### src/rtl/red_pitaya_product_sat_pkg.sv
// Shared constants and helpers for the multi-channel saturating multiplier.
package red_pitaya_product_sat_pkg;

  localparam logic ROUND_TRUNC   = 1'b0;
  localparam logic ROUND_HALF_UP = 1'b1;

  // Bits needed to hold values 0..n-1 (at least 1).
  function automatic int unsigned clog2(input int unsigned n);
    int unsigned r;
    r = 0;
    for (longint unsigned v = 1; v < longint'(n); v = v << 1) r++;
    return (r == 0) ? 1 : r;
  endfunction

  function automatic longint sat_max(input int unsigned w);
    return (longint'(1) <<< (w - 1)) - 1;
  endfunction

  function automatic longint sat_min(input int unsigned w);
    return -(longint'(1) <<< (w - 1));
  endfunction

  function automatic int unsigned clamp_shift(input int unsigned s, input int unsigned m);
    return (s > m) ? m : s;
  endfunction

endpackage

### src/rtl/red_pitaya_product_sat_lane.sv
// One lane: multiply + round, arithmetic shift, saturate, plus sticky flag and overflow
// counter (counter present only with PRODUCT_SAT_OVF_CNT_EN).
module red_pitaya_product_sat_lane
  import red_pitaya_product_sat_pkg::*;
#(
  parameter int unsigned BITS_IN1  = 14,
  parameter int unsigned BITS_IN2  = 16,
  parameter int unsigned BITS_OUT  = 14,
  parameter int unsigned SHIFT_MAX = 31,
  parameter int unsigned CNT_BITS  = 16,
  parameter int unsigned SHIFT_W   = 5
) (
  input  logic                       clk,
  input  logic                       rstn_i,
  input  logic signed [BITS_IN1-1:0] factor1_i,
  input  logic signed [BITS_IN2-1:0] factor2_i,
  input  logic        [SHIFT_W-1:0]  shift_s0_i,
  input  logic                       round_s0_i,
  input  logic        [SHIFT_W-1:0]  shift_s1_i,
  input  logic                       valid_s2_i,
  input  logic                       clear_i,
  output logic signed [BITS_OUT-1:0] product_o,
  output logic                       overflow_o,
  output logic                       sticky_o,
  output logic        [CNT_BITS-1:0] ovf_cnt_o
);

  localparam int unsigned P = BITS_IN1 + BITS_IN2 + 1;
  // Wide enough that even the largest rounding constant cannot wrap the sum.
  localparam int unsigned W = (P > SHIFT_MAX + 1) ? P : SHIFT_MAX + 1;
  localparam longint OUT_MAX = sat_max(BITS_OUT);
  localparam longint OUT_MIN = sat_min(BITS_OUT);

  logic signed [W-1:0] op1, op2, round_add, p_d, p_q, s_d, s_q;
  logic signed [BITS_OUT-1:0] sat_d, product_q;
  logic ovf_d, overflow_q, sticky_q, hit;

  always_comb begin
    op1       = {{(W - BITS_IN1){factor1_i[BITS_IN1-1]}}, factor1_i};
    op2       = {{(W - BITS_IN2){factor2_i[BITS_IN2-1]}}, factor2_i};
    round_add = '0;
    if (round_s0_i == ROUND_HALF_UP && shift_s0_i != '0) begin
      round_add = {{(W - 1){1'b0}}, 1'b1} << (shift_s0_i - 1'b1);
    end
    p_d = op1 * op2 + round_add;
    s_d = p_q >>> shift_s1_i;
  end

  always_comb begin
    sat_d = s_q[BITS_OUT-1:0];
    ovf_d = 1'b0;
    if (longint'(s_q) > OUT_MAX) begin
      sat_d = BITS_OUT'(OUT_MAX);
      ovf_d = 1'b1;
    end else if (longint'(s_q) < OUT_MIN) begin
      sat_d = BITS_OUT'(OUT_MIN);
      ovf_d = 1'b1;
    end
  end

  assign hit = valid_s2_i & ovf_d;

  always_ff @(posedge clk or negedge rstn_i) begin
    if (!rstn_i) begin
      p_q        <= '0;
      s_q        <= '0;
      product_q  <= '0;
      overflow_q <= 1'b0;
      sticky_q   <= 1'b0;
    end else begin
      p_q        <= p_d;
      s_q        <= s_d;
      overflow_q <= hit;
      if (valid_s2_i) product_q <= sat_d;
      // A saturation coinciding with clear survives the clear.
      if (clear_i)  sticky_q <= hit;
      else if (hit) sticky_q <= 1'b1;
    end
  end

`ifdef PRODUCT_SAT_OVF_CNT_EN
  logic [CNT_BITS-1:0] cnt_q;

  always_ff @(posedge clk or negedge rstn_i) begin
    if (!rstn_i) begin
      cnt_q <= '0;
    end else if (clear_i) begin
      cnt_q <= hit ? CNT_BITS'(1) : '0;
    end else if (hit && !(&cnt_q)) begin
      cnt_q <= cnt_q + 1'b1;
    end
  end

  assign ovf_cnt_o = cnt_q;
`else
  assign ovf_cnt_o = '0;
`endif

  assign product_o  = product_q;
  assign overflow_o = overflow_q;
  assign sticky_o   = sticky_q;

endmodule

### src/rtl/red_pitaya_product_sat_mc.sv
// Multi-channel pipelined saturating multiplier, 3-cycle latency.
// Optional per-lane overflow counters are built when PRODUCT_SAT_OVF_CNT_EN is defined.
module red_pitaya_product_sat_mc
  import red_pitaya_product_sat_pkg::*;
#(
  parameter  int unsigned CHANNELS  = 2,
  parameter  int unsigned BITS_IN1  = 14,
  parameter  int unsigned BITS_IN2  = 16,
  parameter  int unsigned BITS_OUT  = 14,
  parameter  int unsigned SHIFT_MAX = 31,
  parameter  int unsigned CNT_BITS  = 16,
  localparam int unsigned SHIFT_W   = clog2(SHIFT_MAX + 1)
) (
  input  logic                         clk,
  input  logic                         rstn_i,
  input  logic                         valid_i,
  input  logic [CHANNELS*BITS_IN1-1:0] factor1_i,
  input  logic [CHANNELS*BITS_IN2-1:0] factor2_i,
  input  logic [SHIFT_W-1:0]           shift_i,
  input  logic                         round_i,
  input  logic                         clear_i,
  output logic                         valid_o,
  output logic [CHANNELS*BITS_OUT-1:0] product_o,
  output logic [CHANNELS-1:0]          overflow_o,
  output logic [CHANNELS-1:0]          sticky_o,
  output logic [CHANNELS*CNT_BITS-1:0] ovf_cnt_o
);

  logic [SHIFT_W-1:0] shift_c, shift_s1_q;
  logic valid_s1_q, valid_s2_q, valid_s3_q;

  assign shift_c = SHIFT_W'(clamp_shift(32'(shift_i), SHIFT_MAX));

  always_ff @(posedge clk or negedge rstn_i) begin
    if (!rstn_i) begin
      valid_s1_q <= 1'b0;
      valid_s2_q <= 1'b0;
      valid_s3_q <= 1'b0;
      shift_s1_q <= '0;
    end else begin
      valid_s1_q <= valid_i;
      valid_s2_q <= valid_s1_q;
      valid_s3_q <= valid_s2_q;
      shift_s1_q <= shift_c;
    end
  end

  assign valid_o = valid_s3_q;

  for (genvar k = 0; k < CHANNELS; k++) begin : g_lane
    red_pitaya_product_sat_lane #(
      .BITS_IN1  (BITS_IN1),
      .BITS_IN2  (BITS_IN2),
      .BITS_OUT  (BITS_OUT),
      .SHIFT_MAX (SHIFT_MAX),
      .CNT_BITS  (CNT_BITS),
      .SHIFT_W   (SHIFT_W)
    ) u_lane (
      .clk        (clk),
      .rstn_i     (rstn_i),
      .factor1_i  (factor1_i[k*BITS_IN1 +: BITS_IN1]),
      .factor2_i  (factor2_i[k*BITS_IN2 +: BITS_IN2]),
      .shift_s0_i (shift_c),
      .round_s0_i (round_i),
      .shift_s1_i (shift_s1_q),
      .valid_s2_i (valid_s2_q),
      .clear_i    (clear_i),
      .product_o  (product_o[k*BITS_OUT +: BITS_OUT]),
      .overflow_o (overflow_o[k]),
      .sticky_o   (sticky_o[k]),
      .ovf_cnt_o  (ovf_cnt_o[k*CNT_BITS +: CNT_BITS])
    );
  end

endmodule

### config.mk
export PLATFORM = sky130hd
export DESIGN_NAME = red_pitaya_product_sat_mc
export DESIGN_NICKNAME = d
export VERILOG_FILES = /design/src/rtl/red_pitaya_product_sat_pkg.sv /design/src/rtl/red_pitaya_product_sat_lane.sv /design/src/rtl/red_pitaya_product_sat_mc.sv
export SDC_FILE = /design/constraint.sdc
export NUM_CORES = 2
export LEC_CHECK = 0
export ABC_CLOCK_PERIOD_IN_PS = 2300
export CAP_MARGIN = 20
export CORE_ASPECT_RATIO = 2
export CORE_MARGIN = 2
export CORE_UTILIZATION = 50
export DETAILED_ROUTE_END_ITERATION = 10
export DONT_BUFFER_PORTS = 1
export PLACE_DENSITY = 0.68
export SLEW_MARGIN = 15
export SYNTH_ARGS = -nofsm -noshare
export SYNTH_HDL_FRONTEND = slang
export SYNTH_HIERARCHICAL = 1
export SYNTH_SLANG_ARGS = --single-unit
export TNS_END_PERCENT = 10
### constraint.sdc
create_clock -name clk -period 2.3 [get_ports clk]
set_input_delay 0.345 -clock clk [delete_from_list [all_inputs] [get_ports clk]]
set_output_delay 0.345 -clock clk [all_outputs]
set_load 0.02 [all_outputs]
# Yosys cells after proc, flatten, opt, wreduce, memory -nomap -nowiden

Index checks and enable logic that the tools add are counted.

Output and inout port bits: 65
Register bits: 168
Input bits: 70

Add/subtract/negate cells: 3
Shifts and indexed selects: 3
Multiply operators: 2
Order comparisons: 4
Bitwise logic cells: 2
Muxes and demuxes: 13
Reduce and logical (&&, ||, !) cells: 4

Operators with widths:

| cell                 | count |
|---|---|
| $add 32x32->32       | 2 |
| $gt 32x14->1 const B | 2 |
| $lt 32x14->1 const B | 2 |
| $sshr 32x5->32       | 2 |
| $mul 14x16->30       | 2 |
| $mux 14              | 4 |
| $mux 32              | 1 |
| $shl 1x5->32 const A | 1 |
| $mux 1               | 8 |
| $reduce_bool 5->1    | 1 |
| $sub 5x1->5 const B  | 1 |
| $reduce_bool 2->1    | 2 |
| $and 1x1->1          | 2 |
| $logic_and 1x1->1    | 1 |

# Longest topological paths before layout

Depth after elaboration: 6
Gate-level depth with buffers: 27
Depth with buffers taken out: 26

# Cells and area by module

The synthesis kept the hierarchy.

Modules (own cells, without submodules):

| module                                         | area an instance (um2) | cells each | instances | sequential area each (um2) |
|---|---|---|---|---|
| red_pitaya_product_sat_lane (g_lane[1].u_lane) | 14545.2                | 1583       | 1         | 2001.9 |
| red_pitaya_product_sat_lane (g_lane[0].u_lane) | 14315.0                | 1560       | 1         | 2001.9 |
| red_pitaya_product_sat_mc                      | 200.2                  | 8          | 1         | 200.2 |

# Worst setup path before layout

No wires, ideal clock.

Path kind: input to register
Start point: in shift_i[1]
End point: reg g_lane[1].u_lane.p_q[26]
Data required time: 2.196 ns
Setup slack: -4.256 ns
Cell stages on the path: 24
Library setup time: 0.104 ns
Data arrival time: 6.452 ns
Buffers on the path: 2
Cell sequence: clkbuf_1 > nor3_1 > xnor2_1 > and2_1 > nand2_1 > or2_2 > fa_1 > inv_1 > fa_1 > fa_1 > fa_1 > fa_1 > inv_1 > fa_1 > inv_1 > ha_1 > buf_6 > a21o_1 > a21oi_2 > o21ai_1 > a31o_1 > o31ai_2 > or4b_1 > o311ai_1

Word-level cells in the longest chain between the ends: 4
Elaborated cells between the ends (all ways): 6
Those cells by class: add/sub (2); shift (1); mux (1); reduce/logical (2)

RTL lines:

| element                                           | RTL line                                                             | RTL |
|---|---|---|
| from (decl)                                       | red_pitaya_product_sat_mc.sv:19                                      | `input logic [SHIFT_W-1:0] shift_i,` |
| $sub 5x1->5 or $reduce_bool 5->1 (tied branches)  | red_pitaya_product_sat_lane.sv:43, red_pitaya_product_sat_lane.sv:42 |  |
| $shl 1x5->32 or $logic_and 1x1->1 (tied branches) | red_pitaya_product_sat_lane.sv:43, red_pitaya_product_sat_lane.sv:42 |  |
| $mux 32 (*)                                       | red_pitaya_product_sat_lane.sv:42                                    | `if (round_s0_i == ROUND_HALF_UP && shift_s0_i != '0) begin` |
| $add 32x32->32 (*)                                | red_pitaya_product_sat_lane.sv:45                                    | `p_d = op1 * op2 + round_add;` |
| via g_lane[1].u_lane.p_d[26]                      | red_pitaya_product_sat_lane.sv:34                                    | `logic signed [W-1:0] op1, op2, round_add, p_d, p_q, s_d, s_q;` |
| to (signal assigned)                              | red_pitaya_product_sat_lane.sv:71                                    | `p_q <= p_d;` |
| to (decl)                                         | red_pitaya_product_sat_lane.sv:34                                    |  |

The timed path passes the listed nets; every way through them passes the cells marked *.
A chain may end at the register's enable or synchronous reset.

# Final worst setup path

Start point: in shift_i[2]
End point: reg g_lane[1].u_lane.p_q[26]

Same word-level chain as after synthesis.

==> impl_metrics.toml <==
[finish]
areaGrowthSynthToFinish_pct = 15.9
diodes = 0
final_nets = 4131
drive_gt1_frac = 0.178
final_cell_mix = "649 x inv_1, 523 x fa_1, 373 x nand2_1"
final_common_cell = "inv_1"
fin_cells = 4110

[timing]
tightest_slew_ns = 0.889
maxSlewViolCount = 0
finalSetupViolCount = 60
finClkSkew_ns = 0.00590
grt_setup_unrepaired = "true"
slew_headroom = 0.405
fin_ws_ns = -3.47
timing.fmax_mhz = 173
period_share = 2.51
hold_violations = 168
hold_slack_ns = -0.396
tns_ns = -164.66
period_minus_slack_ns = 5.77

[status]
status = "finished with violations"
violations = "negative hold slack, negative setup slack"

[detailed_routing]
ant_nets = 0
firstDrtPassIters = 5
drtIter0Drc = 999
vias_per_cell = 5.19
detail_route.wl_per_cell_um = 16.7
vias = 21349
wl_um = 68700
route.detailed.drc = 0

[clock_tree]
clock-sinks = 168
cts_root_buf = "clkbuf_16"
cts_buffer_depth = 2
ctsHoldBuffers = 6
h-tree-depth = 4
cts_buffers = 17
clk_pin_slew_worst_paths_ns = 0.06
cts_tree = "built"
clock_latency_ns = 0.43

[die]
fp.coreArea_um2 = 57700
dieArea_um2 = 60200
die_y_um = 345
ios = 135
die_w_um = 174
start_util = 0.504
rows = 125

[synthesis]
syn_area_um2 = 29100
synthSimpleGateAreaFrac = 0.140
synth.distinct_cells = 79
synth_compound_area_frac = 0.0792
ys_seq_area_frac = 0.145
synthMuxAreaShare = 0.0476
syn_area_per_cell_um2 = 9.22
synth-edff-count = 0
postSynthCellCount = 3151
synth_fa_ha_area_frac = 0.453
synth_top_family_by_area = "adder cells"
synth_ff_type = "dfrtp_1"
synth-seq-cells = 168
yosysWarnings = 6
synthXorXnorAreaFrac = 0.0222
async_flop_share = 1.00

[global_route]
overflow = 0
grt_max_degree = 169
grt_pass1_vias = 23363
grt_usage = 0.235
grt_pass1_wl_um = 114000
antenna_found_initial = 2

[placed_design]
place_congestion = 0.912
hpwl_um = 56700
io_buffers = 0
dp.cells = 4061

[critical_path]
crit_type = "primary input to flop"
cp.arrival_ns = 6.10
crit_fanout = 8
cp-start-kind = "primary input"
worstSetupEndpointType = "flop"
crit_required_ns = 2.63

[worst_hold_path]
hold_class = "primary input to async pin"

[run]
max_cap_viol_count = 0
==> kinds of logic (layout without fill, tap and decap cells) <==
family | after synthesis | after routing
AND/OR/NAND/NOR | 866 | 866
buffers and inverters | 835 | 1002
adder cells (fa/ha/maj) | 726 | 726
AO/OA/AOI/OAI | 378 | 378
flip-flops | 168 | 168
multiplexers | 104 | 104
XOR/XNOR | 72 | 72
other | 2 | 32
==> flip-flops by register name, summed over array words and instances, names as in the netlist <==
| register | count |
|---|---|
| g_lane.u_lane/sticky_o | 2 |
| g_lane.u_lane/overflow_o | 2 |
| valid_o | 1 |
| g_lane.u_lane/product_o | 28 |
| shift_s1_q | 5 |
| valid_s2_q | 1 |
| g_lane.u_lane/p_q | 64 |
| valid_s1_q | 1 |
| g_lane.u_lane/s_q | 64 |
==> final timing paths <==
path | startpoint | endpoint | slack [ns] | cells past startpoint
max | shift_i[2] | g_lane[1].u_lane/p_q[26] | -3.47 | 23
min | rstn_i | g_lane[0].u_lane/p_q[7] | -0.40 | 0
max reg2reg | shift_s1_q[1] | g_lane[1].u_lane/s_q[8] | 0.11 | 7
min reg2reg | valid_s1_q | valid_s2_q | 0.35 | 0
max in group asynchronous | rstn_i | g_lane[1].u_lane/product_o[6] | 2.39 | 0
min in group clk | clear_i | g_lane[1].u_lane/sticky_o | 0.08 | 2
==> stage by stage <==
step / util / instance area, um2 / setup slack [ns]
after floorplan: - / 29800 / -3.73
after global placement: 0.556 / 32100 / -3.95
after detailed placement: 0.556 / 32100 / -4.02
after CTS: 0.577 / 33300 / -3.44
after global routing: 0.583 / 33700 / -3.75
final: 0.583 / 33700 / -3.47
==> area by class of cell <==
type	count	area, um2
Clock buffer	20	447
Clock inverter	12	143
Fill cell	4926	24000
Inverter	675	2550
Multi-Input combinational cell	2178	23000
Sequential cell	168	4210
Tap cell	762	953
Timing Repair Buffer	295	2330
==> worst max-delay path, stage by stage <==
cell      delay (ns)
nor3_4          0.22
buf_4           0.15
xnor2_1         0.13
and2_4          0.20
nand2_4         0.07
or2_4           0.26
fa_1            0.55
inv_1           0.05
fa_2            0.36
fa_1            0.58
fa_1            0.44
fa_1            0.49
inv_1           0.05
fa_1            0.49
inv_2           0.05
ha_4            0.23
a21o_1          0.17
a21oi_2         0.17
o21ai_1         0.09
a31o_1          0.23
o31ai_2         0.23
or4b_1          0.45
o311ai_1        0.10
==> routing by layer <==
layer | share of wire | wire length [um] | vias up | global-route usage
met3 | 0.053 | 3660 | 116 | 0.0327
met5 | 0.00017 | 12 | - | 0
met1 | 0.41 | 28400 | 10724 | 0.298
li1 | - | - | 9940 | -
met4 | 0.026 | 1780 | 2 | 0.0728
met2 | 0.51 | 34900 | 567 | 0.418
==> synthesized netlist by cell type (9+ instances only) <==
cell type    n  area share
inv_1      670       0.087
fa_1       542        0.37
nand2_1    388       0.050
ha_1       184       0.079
and2_1     183       0.039
dfrtp_1    168        0.14
nor2_1     153       0.020
a21oi_1    144       0.025
clkbuf_1   104       0.013
o21ai_0     74       0.013
mux2i_1     56       0.019
xnor2_1     50       0.015
buf_4       35      0.0090
o21ai_1     31      0.0053
a21o_1      26      0.0067
mux4_2      25       0.019
nand3_1     24      0.0041
nand2b_1    21      0.0045
xor2_1      20      0.0060
mux2_2      17      0.0066
nor3_1      15      0.0026
o21a_1      15      0.0039
a211oi_1    13      0.0034
nor2b_1     12      0.0026
or2_2       11      0.0024
buf_2       10      0.0017
a31oi_1      9      0.0019
buf_1        9      0.0012
nand4_1      9      0.0019
nor4_1       9      0.0019
==> repair_timing <==
item                                    in CTS  in global routing
endpoints found under the setup margin      60                 61
pin swaps                                   87                 57
setup buffers                                5                  6
resized for setup                           97                 63
endpoints found under the hold margin      174                168
Power is left out: the tool's default activity adds up to more than one toggle a clock period on the data nets, which glitch-free logic cannot reach.
